File: config.mk
export PLATFORM = sky130hd
export DESIGN_NAME = ludh_inst_sequencer
export DESIGN_NICKNAME = d
export VERILOG_FILES = /design/src/rtl/ludh_seq_pkg.sv /design/src/rtl/ludh_inst_port_mux.sv /design/src/rtl/ludh_inst_sequencer.sv
export SDC_FILE = /design/constraint.sdc
export NUM_CORES = 1
export LEC_CHECK = 0
export CORE_UTILIZATION = 30
export CTS_CLUSTER_DIAMETER = 200
export DETAILED_ROUTE_END_ITERATION = 12
export DONT_BUFFER_PORTS = 1
export PLACE_DENSITY_LB_ADDON = 0.08
export SLEW_MARGIN = 20
export SYNTH_ARGS = -nofsm -noshare
export SYNTH_HDL_FRONTEND = slang
export SYNTH_SLANG_ARGS = --single-unit
File: constraint.sdc
create_clock -name CLK_100 -period 2.22 [get_ports CLK_100]
set_input_delay 0.444 -clock CLK_100 [delete_from_list [all_inputs] [get_ports CLK_100]]
set_output_delay 0.444 -clock CLK_100 [all_outputs]
set_load 0.03 [all_outputs]
File: src/rtl/ludh_seq_pkg.sv
// ludh_seq_pkg: shared state encoding and constants for the LU instruction sequencer
package ludh_seq_pkg;
  typedef enum logic [1:0] {IDLE = 2'd0, FETCH = 2'd1, RUN = 2'd2, DONE = 2'd3} seq_state_t;
  localparam int SEQ_CTRL_WIDTH = 60;
  localparam logic [SEQ_CTRL_WIDTH-1:0] SEQ_END_WORD = '1;
  localparam int SEQ_RUN_CYCLES_WIDTH = 32;
endpackage

File: src/rtl/ludh_inst_port_mux.sv
// ludh_inst_port_mux: instruction BRAM port owner select and host-collision detect
module ludh_inst_port_mux #(
  parameter int ADDR_WIDTH = 10
) (
  input  logic                  host_lock,
  input  logic [ADDR_WIDTH-1:0] seq_addr,
  input  logic                  seq_en,
  input  logic [ADDR_WIDTH-1:0] host_addr,
  input  logic                  host_en,
  input  logic                  host_we,
  output logic [ADDR_WIDTH-1:0] inst_addr,
  output logic                  inst_en,
  output logic                  inst_we,
  output logic                  conflict
);
  always_comb begin
    inst_addr = host_lock ? seq_addr : host_addr;
    inst_en = host_lock ? seq_en : host_en;
    inst_we = host_lock ? 1'b0 : host_we;
    conflict = host_lock && host_en;
  end
endmodule

File: src/rtl/ludh_inst_sequencer.sv
// ludh_inst_sequencer: streams BRAM control words to the datapath and arbitrates the BRAM port.
// Define LUDH_SEQ_CYCLE_COUNT_EN to enable the saturating run_cycles counter.
module ludh_inst_sequencer
  import ludh_seq_pkg::*;
#(
  parameter int ADDR_WIDTH = 10,
  parameter int CTRL_WIDTH = SEQ_CTRL_WIDTH
) (
  input  logic                            CLK_100,
  input  logic                            RST_IN,
  input  logic                            locked,
  input  logic                            START,
  output logic                            COMPLETED,
  output logic                            overrun,
  input  logic                            stall,
  output logic [CTRL_WIDTH-1:0]           ctrl_signal,
  input  logic [ADDR_WIDTH-1:0]           host_addr,
  input  logic                            host_en,
  input  logic                            host_we,
  output logic                            host_conflict,
  output logic                            host_lock,
  output logic [ADDR_WIDTH-1:0]           inst_addr,
  output logic                            inst_en,
  output logic                            inst_we,
  input  logic [CTRL_WIDTH-1:0]           inst_dout,
  output logic [SEQ_RUN_CYCLES_WIDTH-1:0] run_cycles,
  output logic [1:0]                      debug_state
);
  seq_state_t state;
  logic [ADDR_WIDTH-1:0] ptr;
  logic last, drain, start_q, armed, conflict;
  logic rst_n, start_edge, is_end;
  assign rst_n = RST_IN && locked;
  // armed blocks a START that was already high when reset released
  assign start_edge = START && !start_q && armed;
  assign is_end = &inst_dout;
  assign host_lock = state == FETCH || state == RUN;
  assign debug_state = state;
  ludh_inst_port_mux #(.ADDR_WIDTH(ADDR_WIDTH)) u_port_mux (
    .host_lock(host_lock),
    .seq_addr(ptr),
    .seq_en(!stall && !last),
    .host_addr(host_addr),
    .host_en(host_en),
    .host_we(host_we),
    .inst_addr(inst_addr),
    .inst_en(inst_en),
    .inst_we(inst_we),
    .conflict(conflict)
  );
  always_ff @(posedge CLK_100) begin
    if (!rst_n) begin
      state <= IDLE;
      ptr <= '0;
      last <= 1'b0;
      drain <= 1'b0;
      start_q <= 1'b0;
      armed <= !START;
      ctrl_signal <= '0;
      COMPLETED <= 1'b0;
      overrun <= 1'b0;
      host_conflict <= 1'b0;
    end else begin
      start_q <= START;
      armed <= armed || !START;
      host_conflict <= host_conflict || conflict;
      ctrl_signal <= '0;
      case (state)
        IDLE, DONE: if (start_edge) begin
          state <= FETCH;
          ptr <= '0;
          last <= 1'b0;
          drain <= 1'b0;
          COMPLETED <= 1'b0;
          overrun <= 1'b0;
          host_conflict <= 1'b0;
        end
        FETCH: if (!stall) begin
          ptr <= ADDR_WIDTH'(1);
          state <= RUN;
        end
        RUN: if (drain) begin
          // final word of an exhausted address space was emitted last cycle
          state <= DONE;
          COMPLETED <= 1'b1;
          overrun <= 1'b1;
        end else if (!stall) begin
          if (is_end) begin
            state <= DONE;
            COMPLETED <= 1'b1;
          end else begin
            ctrl_signal <= inst_dout;
            ptr <= ptr + 1'b1;
            last <= last || &ptr;
            drain <= last;
          end
        end
      endcase
    end
  end
`ifdef LUDH_SEQ_CYCLE_COUNT_EN
  logic [SEQ_RUN_CYCLES_WIDTH-1:0] run_cnt;
  always_ff @(posedge CLK_100) begin
    if (!rst_n) run_cnt <= '0;
    else if (!host_lock && start_edge) run_cnt <= '0;
    else if (host_lock && run_cnt != '1) run_cnt <= run_cnt + 1'b1;
  end
  assign run_cycles = run_cnt;
`else
  assign run_cycles = '0;
`endif
endmodule
Word-level counts from Yosys, hierarchy flattened
Cells that the tools add are included.

operators by class
  $add $sub $neg = 1
  equality and inequality tests = 11
  mux-type cells = 33
  bitwise logic cells = 2
  reduce and logical (&&, ||, !) cells = 25

operator list
  operator               count
  $mux 10                6
  $reduce_and 60->1      1
  $pmux 10 s3            1
  $mux 1                 16
  $ne 2x2->1 const B     6
  $add 10x1->10 const B  1
  $mux 2                 5
  $reduce_and 10->1      1
  $reduce_and 5->1       2
  $pmux 1 s2             4
  $reduce_and 4->1       2
  $ne 3x3->1 const B     2
  $pmux 2 s3             1
  $logic_and 1x1->1      5
  $reduce_or 5->1        1
  $eq 2x2->1 const B     2
  $logic_not 1->1        4
  $logic_or 1x1->1       4
  $reduce_and 3->1       1
  $eq 2x1->1 const B     1
  $logic_not 2->1        1
  $not 1->1              2
  $reduce_and 2->1       1
  $reduce_bool 2->1      1
  $reduce_or 2->1        1

word-level totals
  register bits after elaboration = 79
  bits of input ports = 77
  word-level logic and storage cells = 82

Depth between registers and ports, before layout
  word-level depth = 6
  gate-level depth with buffers = 9
  depth with buffers taken out = 8

Modules after synthesis
From an unflattened synthesis, not the netlist that was laid out.

unflattened totals
  cell total of the unflattened synthesis = 313
  area total of the unflattened synthesis = 3211.8 µm²

modules (own cells, without submodules)
  module               instances  cells each  area an instance (µm²)
  ludh_inst_sequencer  1          299         3030.4
  ludh_inst_port_mux   1          14          181.4

Worst setup path after synthesis
No wires, ideal clock.

  path type = register to output
  start = reg state[0] (netlist: debug_state[0])
  end = out inst_en
  arrival time = 2.065 ns
  slack = -0.289 ns
  cell stages (with the launch flop) = 6
  cells stage by stage = dfxtp_1 inv_1 ha_1 buf_2 buf_1 o31ai_1

between the ends
  longest elaborated chain between the ends = 3

ends and longest elaborated chain
  element                                          RTL line                   RTL
  from (decl)                                      ludh_inst_sequencer.sv:29  seq_state_t state;
  from (signal assigned)                           ludh_inst_sequencer.sv:53  state <= IDLE;
  from (signal assigned)                           ludh_inst_sequencer.sv:70  state <= FETCH;
  from (signal assigned)                           ludh_inst_sequencer.sv:80  state <= RUN;
  $eq 2x1->1 / $eq 2x2->1 (equally long branches)  ludh_inst_sequencer.sv:37  assign host_lock = state == FETCH || state == RUN;
  $logic_or 1x1->1 (*)                             ludh_inst_sequencer.sv:37
  $mux 1 (*)                                       ludh_inst_port_mux.sv:18   inst_en = host_lock ? seq_en : host_en;
  to (decl)                                        ludh_inst_sequencer.sv:23  output logic inst_en,

Every way passes the cells marked *; elsewhere a longest branch is shown, timed or not.

Final worst setup path
  start = reg state[0] (netlist: debug_state[0])
  end = out inst_addr[7]

between the ends
  longest elaborated chain between the ends = 3

ends and longest elaborated chain
  element                                          RTL line                   RTL
  $eq 2x1->1 / $eq 2x2->1 (equally long branches)  ludh_inst_sequencer.sv:37
  $logic_or 1x1->1 (*)                             ludh_inst_sequencer.sv:37
  $mux 10 (*)                                      ludh_inst_port_mux.sv:17   inst_addr = host_lock ? seq_addr : host_addr;
  to (decl)                                        ludh_inst_sequencer.sv:22  output logic [ADDR_WIDTH-1:0] inst_addr,

Marks and branches as above.

==> impl_results.md <==
* Status: complete, no violations
* Layout cells sized above 1 at 0.145
* CP top delay family: multiplexers
* Largest register by flop count: ctrl_signal
* Cts bufs inserted at 9
* TritonCTS clock tree: done
* Worst path cell trace: inv_1 -> ha_1 -> buf_6 -> mux2_2
* Slew headroom at 0.623
* Post-synthesis mux area share at 0.0385
* Vias per cell at 4.47
* Clk root buf: clkbuf_8
* # diodes at 0
* Post-route antenna net violation count at 0
* # hold bufs at CTS at 0
* Min-delay worst type: input pin to flip-flop
* Die height at 105 um
* Row count at 37
* EDFF count, synth at 0
* TritonCTS Sinks at 79
* Worst Setup End Kind: primary output
* Slew at the pin closest to its max-slew limit at 564 ps
* Die area at 10900 um^2
* Critical path fanouts, max at 11
* Crit-path slowest cell: mux2_2
* Gr usage total at 0.138
* Initial DRC count at 74
* Max reg flops at 60
* Final Routed Wirelength at 7.35 mm
* TNS Setup at 0 ps
* WS Path Type: flip-flop to primary output
* Clk slew on worst S/H paths at 80 ps
* Die width at 105 um
* Total number of vias at 2060
* Power Total at 0.00290 W
* Synth Cell Area at 3150 um^2
* Ports at 187
* Max-Cap Viols at 0
* Antenna violations before repair at 0
* Drt first pass iters at 4
* Routability cong. at 0.774
* Post-DP HPWL at 5.63 mm
* Worst Path Buf+Inv at 2
* Largest net degree at the start of global routing at 61
* Main combinational cell family by area after synthesis: simple AND/OR/NAND/NOR gates
* Latest clock arrival within the worst-skew pair at 360 ps
* Slew Limit Fails at 0
* Max stage delay on crit path at 430 ps
* # port buffers at 0
* Area share of fa/ha/maj cells after synthesis at 0.0119
* Avg Inst Size Synth at 10.1 um^2
* Share of flip-flops with an asynchronous set or reset at 0
* Synthesis-stage register bit count at 79
* Data required time of the worst path at 1780 ps
* Simple-gate share of the synthesized area at 0.281
* Final Hold Viols at 0
* Initial core utilization at 0.307
* YS warnings at 0
* Fin crit period at 2130 ps
* Distinct cells, synth at 47
* Post-route DRC at 0
* Area Overhead vs Synth at 10.2%
* Peak Freq at 469 MHz
* Vias in the first global route at 2017
* Core Box Area at 10300 um^2
* Top FF cell, synth: dfxtp_1
* Mapped Cells at 311
* GR Overflow Total at 0
* First-pass GRT wire length at 11.3 mm
* Leakage power at 1.43 nW
* Clk buf depth at 2
* Worst vdd ir at 0.000283 V
* Worst Setup Start Kind: flip-flop
* Fin crit share at 0.960
* Compound-gate portion of the synthesized area at 0.0675
* Post-synthesis xor/xnor area fraction at 0
* Fin nets at 400
* Finished Core Util at 0.338
* Drt wl/cell at 15.9 um
* Final setup vio count at 0
* PwrDens at 834 nW/um^2
* RSZ-0062 raised after global routing: true
* Arrival @ worst endpoint at 1690 ps
* Register area share after synthesis at 0.502
* Max H-tree Level at 3
* Worst Skew at 7.24 ps
synthesized netlist by cell type (all sizes together), types with 5 or more instances:
library cell  count  area, um^2
nand3            11        55.1
mux2              9         101
and2             63         397
nor4              5        76.3
buf              35         260
o31ai             6        45.0
a21oi             6        41.3
inv               6        22.5
nor2             11        41.3
dfxtp            79        1580
o21ai             6        30.0
nand2            15        56.3
nand4            17         121
clkbuf            7        26.3
kinds of logic after synthesis:
family / Yosys count
multiplexers: 11
adder cells (fa/ha/maj): 3
AO/OA/AOI/OAI: 30
buffers and inverters: 48
AND/OR/NAND/NOR: 139
flip-flops: 79
other: 1
final timing paths:
| kind | startpoint | to | slack (ps) | depth (start not counted) |
|---|---|---|---|---|
| min reg2reg | armed$_DFF_P_ | armed$_DFF_P_ | 480 | 2 |
| max reg2reg | debug_state[0]$_SDFFE_PN0P_ | ptr[7]$_SDFFE_PN0P_ | 230 | 7 |
| max | debug_state[0]$_SDFFE_PN0P_ | inst_addr[7] | 90 | 4 |
| min | START | armed$_DFF_P_ | 150 | 1 |
what timing repair did:
item                                    in CTS  in global routing
gates resized for setup                      0                  1
setup buffers                                0                  0
endpoints found under the setup margin       0                  7
endpoints found under the hold margin        0                  0
layout make-up:
class	instances	area [um^2]
Fill cell	1088	6800
Sequential cell	79	1580
Multi-Input combinational cell	215	1390
Tap cell	136	170
Clock buffer	9	124
Clock inverter	7	103
Timing Repair Buffer	9	83.8
Inverter	6	22.5
power breakdown:
part           leakage [nW]  switching, W  internal [W]  total, W
combinational         0.681      0.000181     0.0000606  0.000242
clock                 0.117      0.000574      0.000651   0.00123
sequential            0.637    0.00000963       0.00142   0.00143
layout by cell type (no fill, tap or decap), drive strengths merged:
| cell type | synthesis | final |
|---|---|---|
| conb | 1 | 32 |
| or2 | 1 | 1 |
| clkinv | 0 | 1 |
| bufinv | 0 | 2 |
| o211ai | 1 | 1 |
| or4 | 1 | 1 |
| a211o | 1 | 1 |
| dfxtp | 79 | 79 |
| a21o | 4 | 4 |
| mux2i | 2 | 2 |
| a31oi | 1 | 1 |
| nor3 | 4 | 4 |
| nand2b | 4 | 4 |
| ha | 3 | 3 |
| nor4bb | 1 | 1 |
| a31o | 1 | 1 |
| and2 | 63 | 63 |
| clkbuf | 7 | 9 |
| and3 | 2 | 2 |
| o21ai | 6 | 6 |
| o31ai | 6 | 6 |
| inv | 6 | 10 |
| a21oi | 6 | 6 |
| nor2 | 11 | 11 |
| nor2b | 1 | 1 |
| nor3b | 1 | 1 |
| nand2 | 15 | 15 |
| o21a | 1 | 1 |
| a41oi | 1 | 1 |
| nor4 | 5 | 5 |
| a221o | 1 | 1 |
| nand4 | 17 | 17 |
| nand3 | 11 | 11 |
| mux2 | 9 | 9 |
| nand3b | 2 | 2 |
| a22o | 1 | 1 |
| buf | 35 | 9 |
metrics by stage:
stage	hold slack (ps)	worst slack, ps	cells	area (um^2)
2_1_floorplan	451	17.9	342	3270
3_3_place_gp	467	213	445	3240
3_5_place_dp	471	227	445	3240
4_1_cts	120	7.28	461	3470
5_1_grt	116	-26.7	461	3470
6_report	148	89.3	461	3470
layer usage:
metal  GRT usage  up-vias  part of all wire
li1            -     1010                 -
met1       0.146      939              0.40
met2       0.228      100              0.48
met3      0.0746       11             0.097
met4      0.0592        0             0.016
met5           0        -                 0
Power figures use the tool's default switching activity.
